`src/rtl/pc_stack.sv`:
```
// Program counter with a hardware return-address stack.
// Supports increment, jump, call (push), return (pop), stall, and sticky stack error flags.
module pc_stack #(
    parameter int             N            = 32,
    parameter int             DEPTH        = 4,
    parameter logic [N-1:0]   RESET_VECTOR = '0,
    parameter logic [N-1:0]   STEP         = 1
) (
    input  logic         clk,
    input  logic         rst_n,
    input  logic         en,
    input  logic         load,
    input  logic [N-1:0] load_addr,
    input  logic         call,
    input  logic [N-1:0] call_addr,
    input  logic         ret,
    input  logic         clear_err,
    output logic [N-1:0] pc,
    output logic         stack_empty,
    output logic         stack_full,
    output logic         overflow,
    output logic         underflow
);

    localparam int AW = $clog2(DEPTH);
    localparam int CW = AW + 1;

    logic [N-1:0]  stack [DEPTH];
    logic [CW-1:0] count;
    logic [CW-1:0] count_m1;
    logic [AW-1:0] push_idx;
    logic [AW-1:0] pop_idx;
    logic [N-1:0]  pc_inc;

    assign pc_inc      = pc + STEP;
    assign count_m1    = count - CW'(1);
    assign push_idx    = count[AW-1:0];
    assign pop_idx     = count_m1[AW-1:0];
    assign stack_empty = (count == '0);
    assign stack_full  = (count == CW'(DEPTH));

    always_ff @(posedge clk or negedge rst_n) begin
        if (!rst_n) begin
            pc        <= RESET_VECTOR;
            count     <= '0;
            overflow  <= 1'b0;
            underflow <= 1'b0;
            for (int i = 0; i < DEPTH; i++) begin
                stack[i] <= '0;
            end
        end else begin
            // Clear first so a same-cycle error event below takes precedence.
            if (clear_err) begin
                overflow  <= 1'b0;
                underflow <= 1'b0;
            end
            if (en) begin
                if (load) begin
                    pc <= load_addr;
                end else if (call) begin
                    pc <= call_addr;
                    if (!stack_full) begin
                        stack[push_idx] <= pc_inc;
                        count           <= count + CW'(1);
                    end else begin
                        overflow <= 1'b1;
                    end
                end else if (ret) begin
                    if (!stack_empty) begin
                        pc    <= stack[pop_idx];
                        count <= count_m1;
                    end else begin
                        pc        <= pc_inc;
                        underflow <= 1'b1;
                    end
                end else begin
                    pc <= pc_inc;
                end
            end
        end
    end

endmodule

```
`config.mk`:
```
export PLATFORM = sky130hd
export DESIGN_NAME = pc_stack
export DESIGN_NICKNAME = d
export VERILOG_FILES = /design/src/rtl/pc_stack.sv
export SDC_FILE = /design/constraint.sdc
export NUM_CORES = 1
export LEC_CHECK = 0
export ABC_AREA = 1
export BUFFER_PORTS_ARGS = -buffer_cell sky130_fd_sc_hd__buf_2
export CAP_MARGIN = 10
export CORE_UTILIZATION = 30
export CTS_BUF_LIST = sky130_fd_sc_hd__clkbuf_2
export CTS_CLUSTER_DIAMETER = 200
export DETAILED_ROUTE_END_ITERATION = 6
export RECOVER_POWER = 25
export SLEW_MARGIN = 40
export SYNTH_ARGS = -nofsm -noshare
export SYNTH_HDL_FRONTEND = slang
export SYNTH_SLANG_ARGS = --single-unit
```
`constraint.sdc`:
```
create_clock -name clk -period 2.2 [get_ports clk]
set_clock_uncertainty 0.2 [all_clocks]
set_input_delay 0.11 -clock clk [delete_from_list [all_inputs] [get_ports clk]]
set_output_delay 0.11 -clock clk [all_outputs]
set_load 0.02 [all_outputs]
```
Yosys cells after proc, flatten, opt, wreduce, memory -nomap -nowiden

Cells that the tools add are included.

Flip-flop bits (word level): 165
Input bits: 71
Output and inout bits: 36

Add/sub/neg operators: 3
Magnitude comparators: 3
Eq/ne operators: 3
Multiplexer cells: 25
Bitwise operators: 4
Reduce and logical (&&, ||, !) cells: 5

Operator list:

| kind                                                                         | count |
|---|---|
| 32-bit 2-to-1 mux                                                            | 7 |
| 128-bit bitwise mux                                                          | 1 |
| 32-bit binary-select mux with 2-bit select                                   | 1 |
| 32-bit demux with 2-bit select                                               | 1 |
| 32-bit by 1-bit adder with 32-bit output, second input constant              | 1 |
| 3-bit 2-to-1 mux                                                             | 4 |
| 1-bit 2-to-1 mux                                                             | 11 |
| 3-bit greater-or-equal comparator, second input constant                     | 2 |
| 2-bit inverter with 3-bit output                                             | 2 |
| 5-bit AND reduction                                                          | 1 |
| 2-bit != test, second input constant                                         | 2 |
| 4-bit AND reduction                                                          | 1 |
| 3-bit by 1-bit adder with 3-bit output, second input constant                | 1 |
| 3-bit equality test, second input constant                                   | 1 |
| 3-bit zero test                                                              | 1 |
| 3-bit by 1-bit less-than comparator with 1-bit output, second input constant | 1 |
| 3-bit by 1-bit subtractor with 3-bit output, second input constant           | 1 |
| 1-bit inverter                                                               | 2 |
| 2-bit nonzero test                                                           | 1 |
| 1-bit logical AND                                                            | 1 |

Logic depth before layout (Yosys ltp)

Gate-level depths: netlist of the first run.

Depth after elaboration: 9
Depth in mapped cells: 16
Gate-level depth less buffers: 12

Least setup slack after synthesis of the first run

No wires, ideal clock.

Path type: register to register
From: reg count[0]
To: reg pc[10]
Arrival time: 2024 ps
Setup slack: -89 ps
Cell stages (with the launch flop): 14
Cell sequence: dfrtp_1 buf_2 inv_2 buf_2 ha_1 buf_2 inv_1 clkbuf_1 o211ai_1 o211ai_1 nand3_1 nand2_1 nand2_1 nand2_1

Cells in the longest elaborated chain, start to end: 9
Elaborated cells between the ends (all ways): 10

Ends and longest elaborated chain:

| element                                                | line | source |
|---|---|---|
| start: declaration                                     | 29   | `logic [CW-1:0] count;` |
| start signal: assignment                               | 64   | `count <= count + CW'(1);` |
| start signal: assignment                               | 71   | `count <= count_m1;` |
| 3-bit by 1-bit subtractor with 3-bit output            | 36   | `assign count_m1 = count - CW'(1);` |
| via count_m1[0]                                        | 30   | `logic [CW-1:0] count_m1;` |
| 2-bit inverter with 3-bit output (implied by the code) | 70   | `pc <= stack[pop_idx];` |
| 32-bit binary-select mux with 2-bit select             | 70   |  |
| 32-bit 2-to-1 mux (implied by the code) (2 in a row)   | 70   |  |
| 32-bit 2-to-1 mux                                      | 69   | `if (!stack_empty) begin` |
| 32-bit 2-to-1 mux                                      | 68   | `end else if (ret) begin` |
| 32-bit 2-to-1 mux                                      | 60   | `end else if (call) begin` |
| 32-bit 2-to-1 mux                                      | 58   | `if (load) begin` |
| end signal: assignment                                 | 59   | `pc <= load_addr;` |
| end signal: assignment                                 | 61   | `pc <= call_addr;` |
| end signal: assignment                                 | 70   |  |
| end: declaration                                       | 18   | `output logic [N-1:0] pc,` |

The timed path passes the listed nets, and every way through them passes these cells. The select of a mux whose other input is x is not followed.
A chain may end at the register's enable or synchronous reset.

Worst setup path in the final report of the first run

From: in load_addr[4]
To: reg pc[4]

Cells in the longest elaborated chain, start to end: 1

Ends and longest elaborated chain:

| element            | line | source |
|---|---|---|
| start: declaration | 13   | `input logic [N-1:0] load_addr,` |
| 32-bit 2-to-1 mux  | 58   |  |

No other way between the ends.

==> flow_summary.ini, run 1 <==
[critical_path]
worstReg2RegStart = count[1]
critical_path.most_common_cell = dlygate4sd3_1
worst-path-max-fanout = 1
crit_chain = dlygate4sd3_1 -> buf_2 -> dlygate4sd3_1 -> nand3_1 -> dlygate4sd3_1 -> nand2_1 -> dlygate4sd3_1 -> o21bai_1
worst-path-stages = 8
arrival_ns = 2.72
critical_path.startpoint = load_addr[4]
r2r_end = pc[22]
end_kind = flip-flop
critical-path-max-stage-delay_ns = 0.57
r2r_setup_slack_ns = 0.04
reg2reg_depth = 14
cp_slowest_cell = dlygate4sd3_1
required_ns = 2.70
crit_type = input pin to flip-flop
cp_num_buf_inv = 5
cp-start-kind = input pin
crit_end = pc[4]
cp_top_family = buffers and inverters

[global_route]
grt_max_degree = 80
grt_util_all_layers_pct = 22.3
grt_pass1_wl_um = 53800
grt_pass1_vias = 9910
grt.overflow.total = 0
antenna_found_initial = 3

[run]
max_cap_violations = 0

[sta]
fmax_mhz = 449
fin_ws_ns = -0.0276
hold_ws_ns = 0.163
fin_crit_sh_pct = 101
tightest_slew_ns = 1.09
setup_tns_ns = -0.0723
timing.final.crit_period_ns = 2.23
hold_viol_final = 0
final-max-slew-violation-count = 0
rsz0062_at_grt = true
report.final.setup_viol = 3
max_slew_margin_pct = 27.6

[synth]
synth.distinct_cells = 33
netlist_area_mm2 = 0.00928
synth_area_per_cell_um2 = 7.08
synth_nets = 1388
synthFlopType = dfrtp_1
yosysWarnings = 0
seq_area_frac_synth_pct = 44.5
synthCells = 1311
synthArstFlopShare_pct = 100
synth_edf_count = 0
ys_ff_latch = 165

[clocking]
clockBufferDepth = 2
htreeDepth = 4
clk_pin_slew_ns = 0.28
cts_sinks = 165
clock-root-buffer = clkbuf_2
clk_latency_ns = 0.77
cts_tree = yes
cts_buffers = 17

[drt]
vias = 10200
drt_first_pass_iters = 7
antenna_left = 0
routedWlPerCell_um = 17.0
vias_per_cell = 4.97
drc = 1
routed_wirelength_um = 34900
drt_iter0_drc = 824

[layout]
finish.utilization_pct = 43.0
fin_area_mm2 = 0.0131
drive_above_1_share_pct = 17.7
area_delta_synth_final_pct = 41.3
final_nets = 1716
fill_cells = 2945

[pwr]
ir_worst_vdd_uv = 477
p_sw_share_pct = 43.5
power.density_mw_per_mm2 = 1030
power_frac_comb_pct = 51.1
p_switching_mw = 5.86
p_int_mw = 7.60
seq_power_share_pct = 36.4
p_leak_nw = 6.48
p_clk_share_pct = 12.5

[floorplan]
dieArea_mm2 = 0.0316
coreArea_mm2 = 0.0305
row_count = 64
initial_utilization_pct = 30.4
die_w_um = 178
boundaryPins = 107
die_h_um = 178

[min_path]
holdCritPathClass = input pin to flip-flop

[place]
pre_cts_ws_ns = 0.0978
placed_cell_area_mm2 = 0.0106
routabilityCongestion = 0.847
dpl.hpwl_um = 20900
io_buffer_count = 106

[run_status]
failed_checks = design-rule violations, negative setup slack
status = complete, but fails checks
-- layer usage --
metal	track usage [%]	wire, um
met5	0	0
met4	7.73	824
met3	4.09	2350
met2	36.7	16600
met1	29.3	15200
-- power by group through the flow --
stage,logic [mW],registers [mW],clock network (mW)
detailed placement,5.50,4.94,0
finish,6.88,4.90,1.68
global placement,5.42,4.91,0
CTS,5.87,4.86,1.73
global route,7.62,5.03,1.85
floorplan,3.65,4.91,0
-- stage by stage --
| step | power (mW) | std cells |
|---|---|---|
| after floorplan | 8.56 | 1311 |
| after global placement | 10.3 | 1804 |
| after detailed placement | 10.4 | 1804 |
| after CTS | 12.5 | 2038 |
| after global routing | 14.5 | 2051 |
| final | 13.5 | 2051 |
-- cell usage in the layout (no fill, tap or decap), drive strengths merged --
master	n
clkinvlp	1
xor2	6
dfrtp	165
buf	177
o21bai	7
or2	7
o211ai	28
nand4	1
clkinv	9
nand2	492
and2	2
dlygate4sd3	196
nor2	126
nor3	1
diode	3
nand3	63
bufinv	1
inv	111
nand3b	4
a21oi	63
o21ai	163
clkbuf	23
ha	6
-- worst reg2reg max path, delay by kind of cell (launching register included) --
kind | cells | cell delay (ns)
AO/OA/AOI/OAI | 2 | 0.20
flip-flops | 1 | 0.43
adder cells (fa/ha/maj) | 1 | 0.29
AND/OR/NAND/NOR | 6 | 0.39
buffers and inverters | 5 | 0.61
-- flip-flops by register name, summed over array words and instances (netlist names) --
register and count:
pc 32, stack 128, overflow 1, count 3, underflow 1
-- synthesized netlist by cell type, types with 5 or more instances --
cell type  number  area, um^2
nand2_2         6        37.5
nand2_1       482        1810
clkbuf_1       28         105
o211ai_1       28         210
nand3_1        63         315
o21bai_1        7        52.6
ha_1            6        75.1
o21ai_2         5        43.8
a21oi_1        63         315
or2_2           7        43.8
nor2_4          8        90.1
o21ai_0       137         686
inv_1          98         368
nor2_1        113         424
xor2_1          6        52.6
inv_2           7        26.3
dfrtp_1       165        4130
o21ai_1        21         105
buf_2          34         170
-- logic make-up after synthesis --
logic type      count (synthesis)  synth area share (%)
compound gates                261                  15.2
xor+xnor                        6                 0.566
fa+ha+maj                       6                 0.809
buf+inv                       177                  8.03
flops                         165                  44.5
simple gates                  696                  30.9
-- worst min-delay path by stage --
stage	slack, ns	cells after the start	endpoint	startpoint
after floorplan	-0.39	0	count[0]	rst_n
after global placement	-0.16	1	stack[117]	rst_n
after detailed placement	-0.15	1	stack[24]	rst_n
after CTS	0.06	4	pc[15]	en
after global routing	0.08	4	pc[15]	en
final	0.16	4	pc[15]	en
-- layout make-up --
type	instances	area [um^2]	area share, %
diodes	3	7.51	0.0572
clock buffers	17	85.1	0.649
clock inverters	15	146	1.12
inverters	107	412	3.14
multi-input cells	969	4490	34.2
flip-flops and latches	165	4140	31.5
well taps	396	495	3.78
repair buffers	379	3340	25.5
-- repair_timing --
action,in CTS,in global routing
hold buffers,200,0
hold endpoints to repair,306,0
gates resized for setup,10,48
endpoints found under the setup margin,2,37
gates cloned,0,3
pin swaps,0,17
setup buffers,3,10
(Power assumes the default switching activity.)
==> run 2: changes to the inputs <==
ABC_AREA = unset   (was 1)
==> flow_summary.ini, run 2 <==
[layout]
final_common_cell = nand2_1
final_nets = 1247
fin_area_mm2 = 0.0123
largest_reg_flops = 128
final_cell_mix = nand2_1 (174), dfrtp_1 (149), o21ai_0 (123)
regMostFlops = stack
reg_top3 = stack: 128 flops, pc: 32 flops, count: 3 flops
area_delta_synth_final_pct = 43.6
fill_cells = 2649
drive_above_1_share_pct = 31.7

[synth]
yosysWarnings = 0
ys_ff_latch = 165
synthCells = 878
synth_area_per_cell_um2 = 9.75
synth_most_common_cell = nand2_1
synthTopCellsByArea = dfrtp_1 (48%), mux4_2 (8.4%), nand2_1 (7.9%)
netlist_area_mm2 = 0.00856
synth_top_area_share_pct = 48.3
yosys.area.top_type = dfrtp_1
synth_edf_count = 0
synthFlopType = dfrtp_1
synth.distinct_cells = 71
synthArstFlopShare_pct = 100
seq_area_frac_synth_pct = 48.3
synth_nets = 955
netlist_top_cells_count = nand2_1 (179), dfrtp_1 (165), o21ai_0 (131)

[floorplan]
boundaryPins = 107
dieArea_mm2 = 0.0292
die_w_um = 171
die_h_um = 171
coreArea_mm2 = 0.0279
row_count = 61
initial_utilization_pct = 30.6

[pwr]
p_leak_nw = 5.40
power_frac_comb_pct = 46.1
power.density_mw_per_mm2 = 1010
seq_power_share_pct = 39.6
p_int_mw = 7.66
ir_worst_vdd_uv = 463
p_clk_share_pct = 14.3
p_switching_mw = 4.72
p_sw_share_pct = 38.1
power.total_mw = 12.4

[place]
routabilityCongestion = 0.846
placed_cell_area_mm2 = 0.0103
dpl.hpwl_um = 19500
io_buffer_count = 106

[clocking]
htreeDepth = 4
cts_tree = yes
clock-root-buffer = clkbuf_2
cts_sinks = 165
clk_pin_slew_ns = 0.28
cts_buffers = 17
clockBufferDepth = 2
clk_latency_ns = 0.80

[global_route]
grt_pass1_vias = 7922
antenna_found_initial = 1
grt_pass1_wl_um = 44800
grt.overflow.total = 0
grt_max_degree = 52
grt_util_all_layers_pct = 20.4

[critical_path]
end_kind = flip-flop
crit_type = flip-flop to flip-flop
critical-path-max-stage-delay_ns = 0.67
required_ns = 2.68
cp-start-kind = flip-flop
worst-path-max-fanout = 8
crit_chain = nand3_4 -> buf_6 -> or4_4 -> nor2_4 -> mux2i_1 -> o22ai_1
arrival_ns = 2.75
cp_slowest_cell = or4_4

[min_path]
holdCritPathClass = input pin to flip-flop

[sta]
fin_crit_sh_pct = 103
rsz0062_at_grt = true
final-max-slew-violation-count = 0
fmax_mhz = 441
tightest_slew_ns = 1.30
hold_viol_final = 0
fin_ws_ns = -0.0684
max_slew_margin_pct = 13.2
timing.final.crit_period_ns = 2.27
report.final.setup_viol = 14

[drt]
antenna_left = 0
vias_per_cell = 5.13
routedWlPerCell_um = 18.8
drc = 1
drt_first_pass_iters = 7
vias = 8016
routed_wirelength_um = 29300
drt_iter0_drc = 686

[run_status]
status = complete, but fails checks
failed_checks = design-rule violations, negative setup slack

[run]
max_cap_violations = 0
[run 2: final timing paths]
path / from / depth (start not counted) / to / slack [ns]
worst min register to register: stack[97] / 2 / stack[97] / 0.31
max in group asynchronous: rst_n / 5 / stack[114] / 0.12
min in group asynchronous: rst_n / 4 / stack[125] / 0.68
worst max register to register: pc[13] / 6 / pc[28] / -0.07
worst min-delay path: call_addr[4] / 5 / pc[4] / 0.05
worst max-delay path: pc[13] / 6 / pc[28] / -0.07
[run 2: critical path: cells and delay by family, from the launching register on]
kind	cells	cell delay, ns
flops	1	0.48
simple gates	3	1.03
compound gates	1	0.09
buf+inv	1	0.13
mux	1	0.23
[run 2: metal layers]
layer | wire, um | vias to the layer above | track usage (%)
met4 | 671 | 0 | 8.50
met1 | 13000 | 3976 | 27.1
met2 | 14100 | 256 | 33.0
met5 | 0 | - | 0
li1 | - | 3741 | -
met3 | 1560 | 43 | 3.28
[run 2: layout make-up]
type | instances | area (um^2) | area share (%)
Sequential cell | 165 | 4150 | 33.8
Tap cell | 378 | 473 | 3.85
Clock inverter | 14 | 163 | 1.32
Clock buffer | 18 | 90.1 | 0.733
Inverter | 15 | 66.3 | 0.540
Timing Repair Buffer | 336 | 2800 | 22.8
Multi-Input combinational cell | 635 | 4550 | 37.0
Antenna cell | 1 | 2.50 | 0.0204
[run 2: kinds of logic (layout without fill, tap and decap cells)]
group / count (synthesis) / in the layout / share of synthesized area (%)
xor gates and xnor gates: 29 / 29 / 2.97
DFF: 165 / 165 / 48.3
adders and majority gates: 6 / 6 / 0.877
muxes: 41 / 41 / 9.52
AOI/OAI and AO/OA: 260 / 260 / 17.6
and+or+nand+nor: 298 / 299 / 17.1
other: 0 / 1 / 0
buffers and inverters: 79 / 383 / 3.73
[run 2: power by group through the flow]
stage | clock [mW] | combinational (mW) | sequential [mW]
floorplan | 0 | 3.35 | 4.95
global placement | 0 | 4.97 | 4.91
detailed placement | 0 | 5.05 | 4.96
CTS | 1.81 | 5.41 | 4.88
global route | 1.94 | 6.24 | 5.05
finish | 1.76 | 5.70 | 4.90
[run 2: per-stage QoR]
| step | utilization [%] | instances | setup slack (ns) | setup TNS, ns | hold WS [ns] |
|---|---|---|---|---|---|
| finish | 44.0 | 1562 | -0.0684 | -0.533 | 0.0462 |
| global route | 44.0 | 1562 | -0.133 | -5.81 | 0.0503 |
| CTS | 42.8 | 1556 | -0.0209 | -0.124 | 0.00156 |
| detailed placement | 36.8 | 1395 | -0.0857 | -0.842 | -0.106 |
| global placement | 36.8 | 1395 | -0.0731 | -0.140 | -0.112 |
| floorplan | - | 878 | -0.0505 | -0.277 | -0.386 |
[run 2: timing repair]
action / in CTS / in global routing
endpoints found under the setup margin: 54 / 83
gates resized for setup: 31 / 60
hold buffers: 120 / 1
cloned: 1 / 2
pin swaps: 11 / 25
buffers inserted: 9 / 3
hold endpoints to repair: 235 / 22
==> run 3: changes to the inputs <==
CORE_ASPECT_RATIO = 0.7   (was unset)
==> flow_summary.ini, run 3 (synthesized netlist as in run 2, its figures left out) <==
[pwr]
power.density_mw_per_mm2 = 1010
p_clk_share_pct = 13.9
p_int_mw = 7.87
power_frac_comb_pct = 47.4
p_switching_mw = 4.89
ir_worst_vdd_uv = 693
seq_power_share_pct = 38.6
p_leak_nw = 5.52
p_sw_share_pct = 38.3

[layout]
final_common_cell = nand2_1
largest_reg_flops = 128
reg_top3 = stack: 128 flops, pc: 32 flops, count: 3 flops
antennaDiodeCount = 0
drive_above_1_share_pct = 31.5
finish.utilization_pct = 45.1
area_delta_synth_final_pct = 47.3
final_cell_mix = nand2_1 (174), dfrtp_1 (149), dlygate4sd3_1 (147)
final_nets = 1281
regMostFlops = stack

[critical_path]
crit_chain = buf_4 -> buf_12 -> mux4_2 -> a2111oi_4 -> buf_4 -> o22ai_1
arrival_ns = 2.77
crit_type = flip-flop to flip-flop
cp_num_buf_inv = 3
cp-start-kind = flip-flop
cp_top_family = multiplexers
critical-path-max-stage-delay_ns = 0.55
required_ns = 2.70
cp_slowest_cell = mux4_2
critical_path.most_common_cell = buf_4
end_kind = flip-flop
worst-path-max-fanout = 9

[sta]
rsz0062_at_grt = true
fmax_mhz = 442
final-max-slew-violation-count = 0
fin_crit_sh_pct = 103
max_slew_margin_pct = 5.19
report.final.setup_viol = 11
timing.final.crit_period_ns = 2.26
tightest_slew_ns = 1.42
hold_ws_ns = 0.0737
hold_viol_final = 0
setup_tns_ns = -0.265
fin_ws_ns = -0.0619

[place]
routabilityCongestion = 0.855
io_buffer_count = 106
dpl.hpwl_um = 19900

[drt]
routed_wirelength_um = 30300
drt_iter0_drc = 578
vias_per_cell = 5.17
vias = 8210
drt_first_pass_iters = 5
drc = 0
routedWlPerCell_um = 19.1
antenna_left = 0

[floorplan]
initial_utilization_pct = 30.6
coreArea_mm2 = 0.0279
row_count = 51
die_h_um = 143
dieArea_mm2 = 0.0292
boundaryPins = 107
die_w_um = 204

[clocking]
clk_latency_ns = 0.82
clock-root-buffer = clkbuf_2
clockBufferDepth = 2
cts_sinks = 165
cts_buffers = 17
htreeDepth = 4
cts_tree = yes
clk_pin_slew_ns = 0.29

[global_route]
grt_pass1_vias = 7983
grt_pass1_wl_um = 46700
grt_max_degree = 62
antenna_found_initial = 0
grt.overflow.total = 0
grt_util_all_layers_pct = 21.2

[min_path]
holdCritPathClass = input pin to flip-flop

[run_status]
failed_checks = negative setup slack
status = complete, but fails checks

[run]
max_cap_violations = 0
==> run 3: cell type report <==
| class | count | area, um^2 |
|---|---|---|
| Inverter | 15 | 71.3 |
| Clock buffer | 17 | 85.1 |
| Multi-Input combinational cell | 634 | 4520 |
| Sequential cell | 165 | 4150 |
| Tap cell | 371 | 464 |
| Timing Repair Buffer | 371 | 3140 |
| Fill cell | 2639 | 15300 |
| Clock inverter | 15 | 169 |
==> run 3: layer usage <==
layer | GRT usage (%) | vias to the layer above | part of all wire [%]
met5 | 0 | - | 0
met4 | 5.62 | 0 | 1.6
met3 | 4.26 | 34 | 7.2
met2 | 32.3 | 307 | 45
met1 | 30.5 | 4048 | 46
li1 | - | 3821 | -
==> run 3: power groups by stage <==
stage / Sequential (mW) / Combinational (mW) / Clock (mW)
6_report: 4.93 / 6.05 / 1.78
5_1_grt: 5.07 / 6.55 / 1.95
4_1_cts: 4.90 / 5.58 / 1.82
3_5_place_dp: 4.97 / 5.09 / 0
3_3_place_gp: 4.93 / 5.01 / 0
2_1_floorplan: 4.95 / 3.35 / 0
==> run 3: per-stage QoR <==
step                area [um^2]  power, mW  cells  setup WS, ns
finish                    12600       12.8   1588       -0.0619
CTS                       12200       12.3   1581        -0.139
floorplan                  8730       8.30    878       -0.0505
detailed placement        10200       10.1   1389       -0.0413
global route              12600       13.6   1588        -0.124
global placement          10200       9.94   1389        0.0128
==> run 3: timing repair <==
item / 4_1_cts / 5_1_grt
gates cloned: 0 / 2
hold buffers: 151 / 1
pin swaps: 8 / 35
resized for setup: 31 / 78
endpoints found under the hold margin: 238 / 3
buffers inserted: 9 / 10
endpoints found under the setup margin: 31 / 97
==> run 3: path summary, 6_finish.rpt <==
check | from | to | slack [ns] | depth (start not counted)
min in group asynchronous | rst_n | stack[50] | 0.33 | 4
worst max-delay path | count[0] | pc[28] | -0.06 | 6
worst max register to register | count[0] | pc[28] | -0.06 | 6
worst min-delay path | load_addr[25] | pc[25] | 0.07 | 4
worst min register to register | stack[81] | stack[81] | 0.31 | 2
max in group asynchronous | rst_n | stack[3] | 0.23 | 5
==> run 3: tightest hold or removal path, cell delays in order <==
cell           delay, ns
dlygate4sd3_1       0.53
buf_2               0.12
o221ai_1            0.21
a22oi_1             0.10
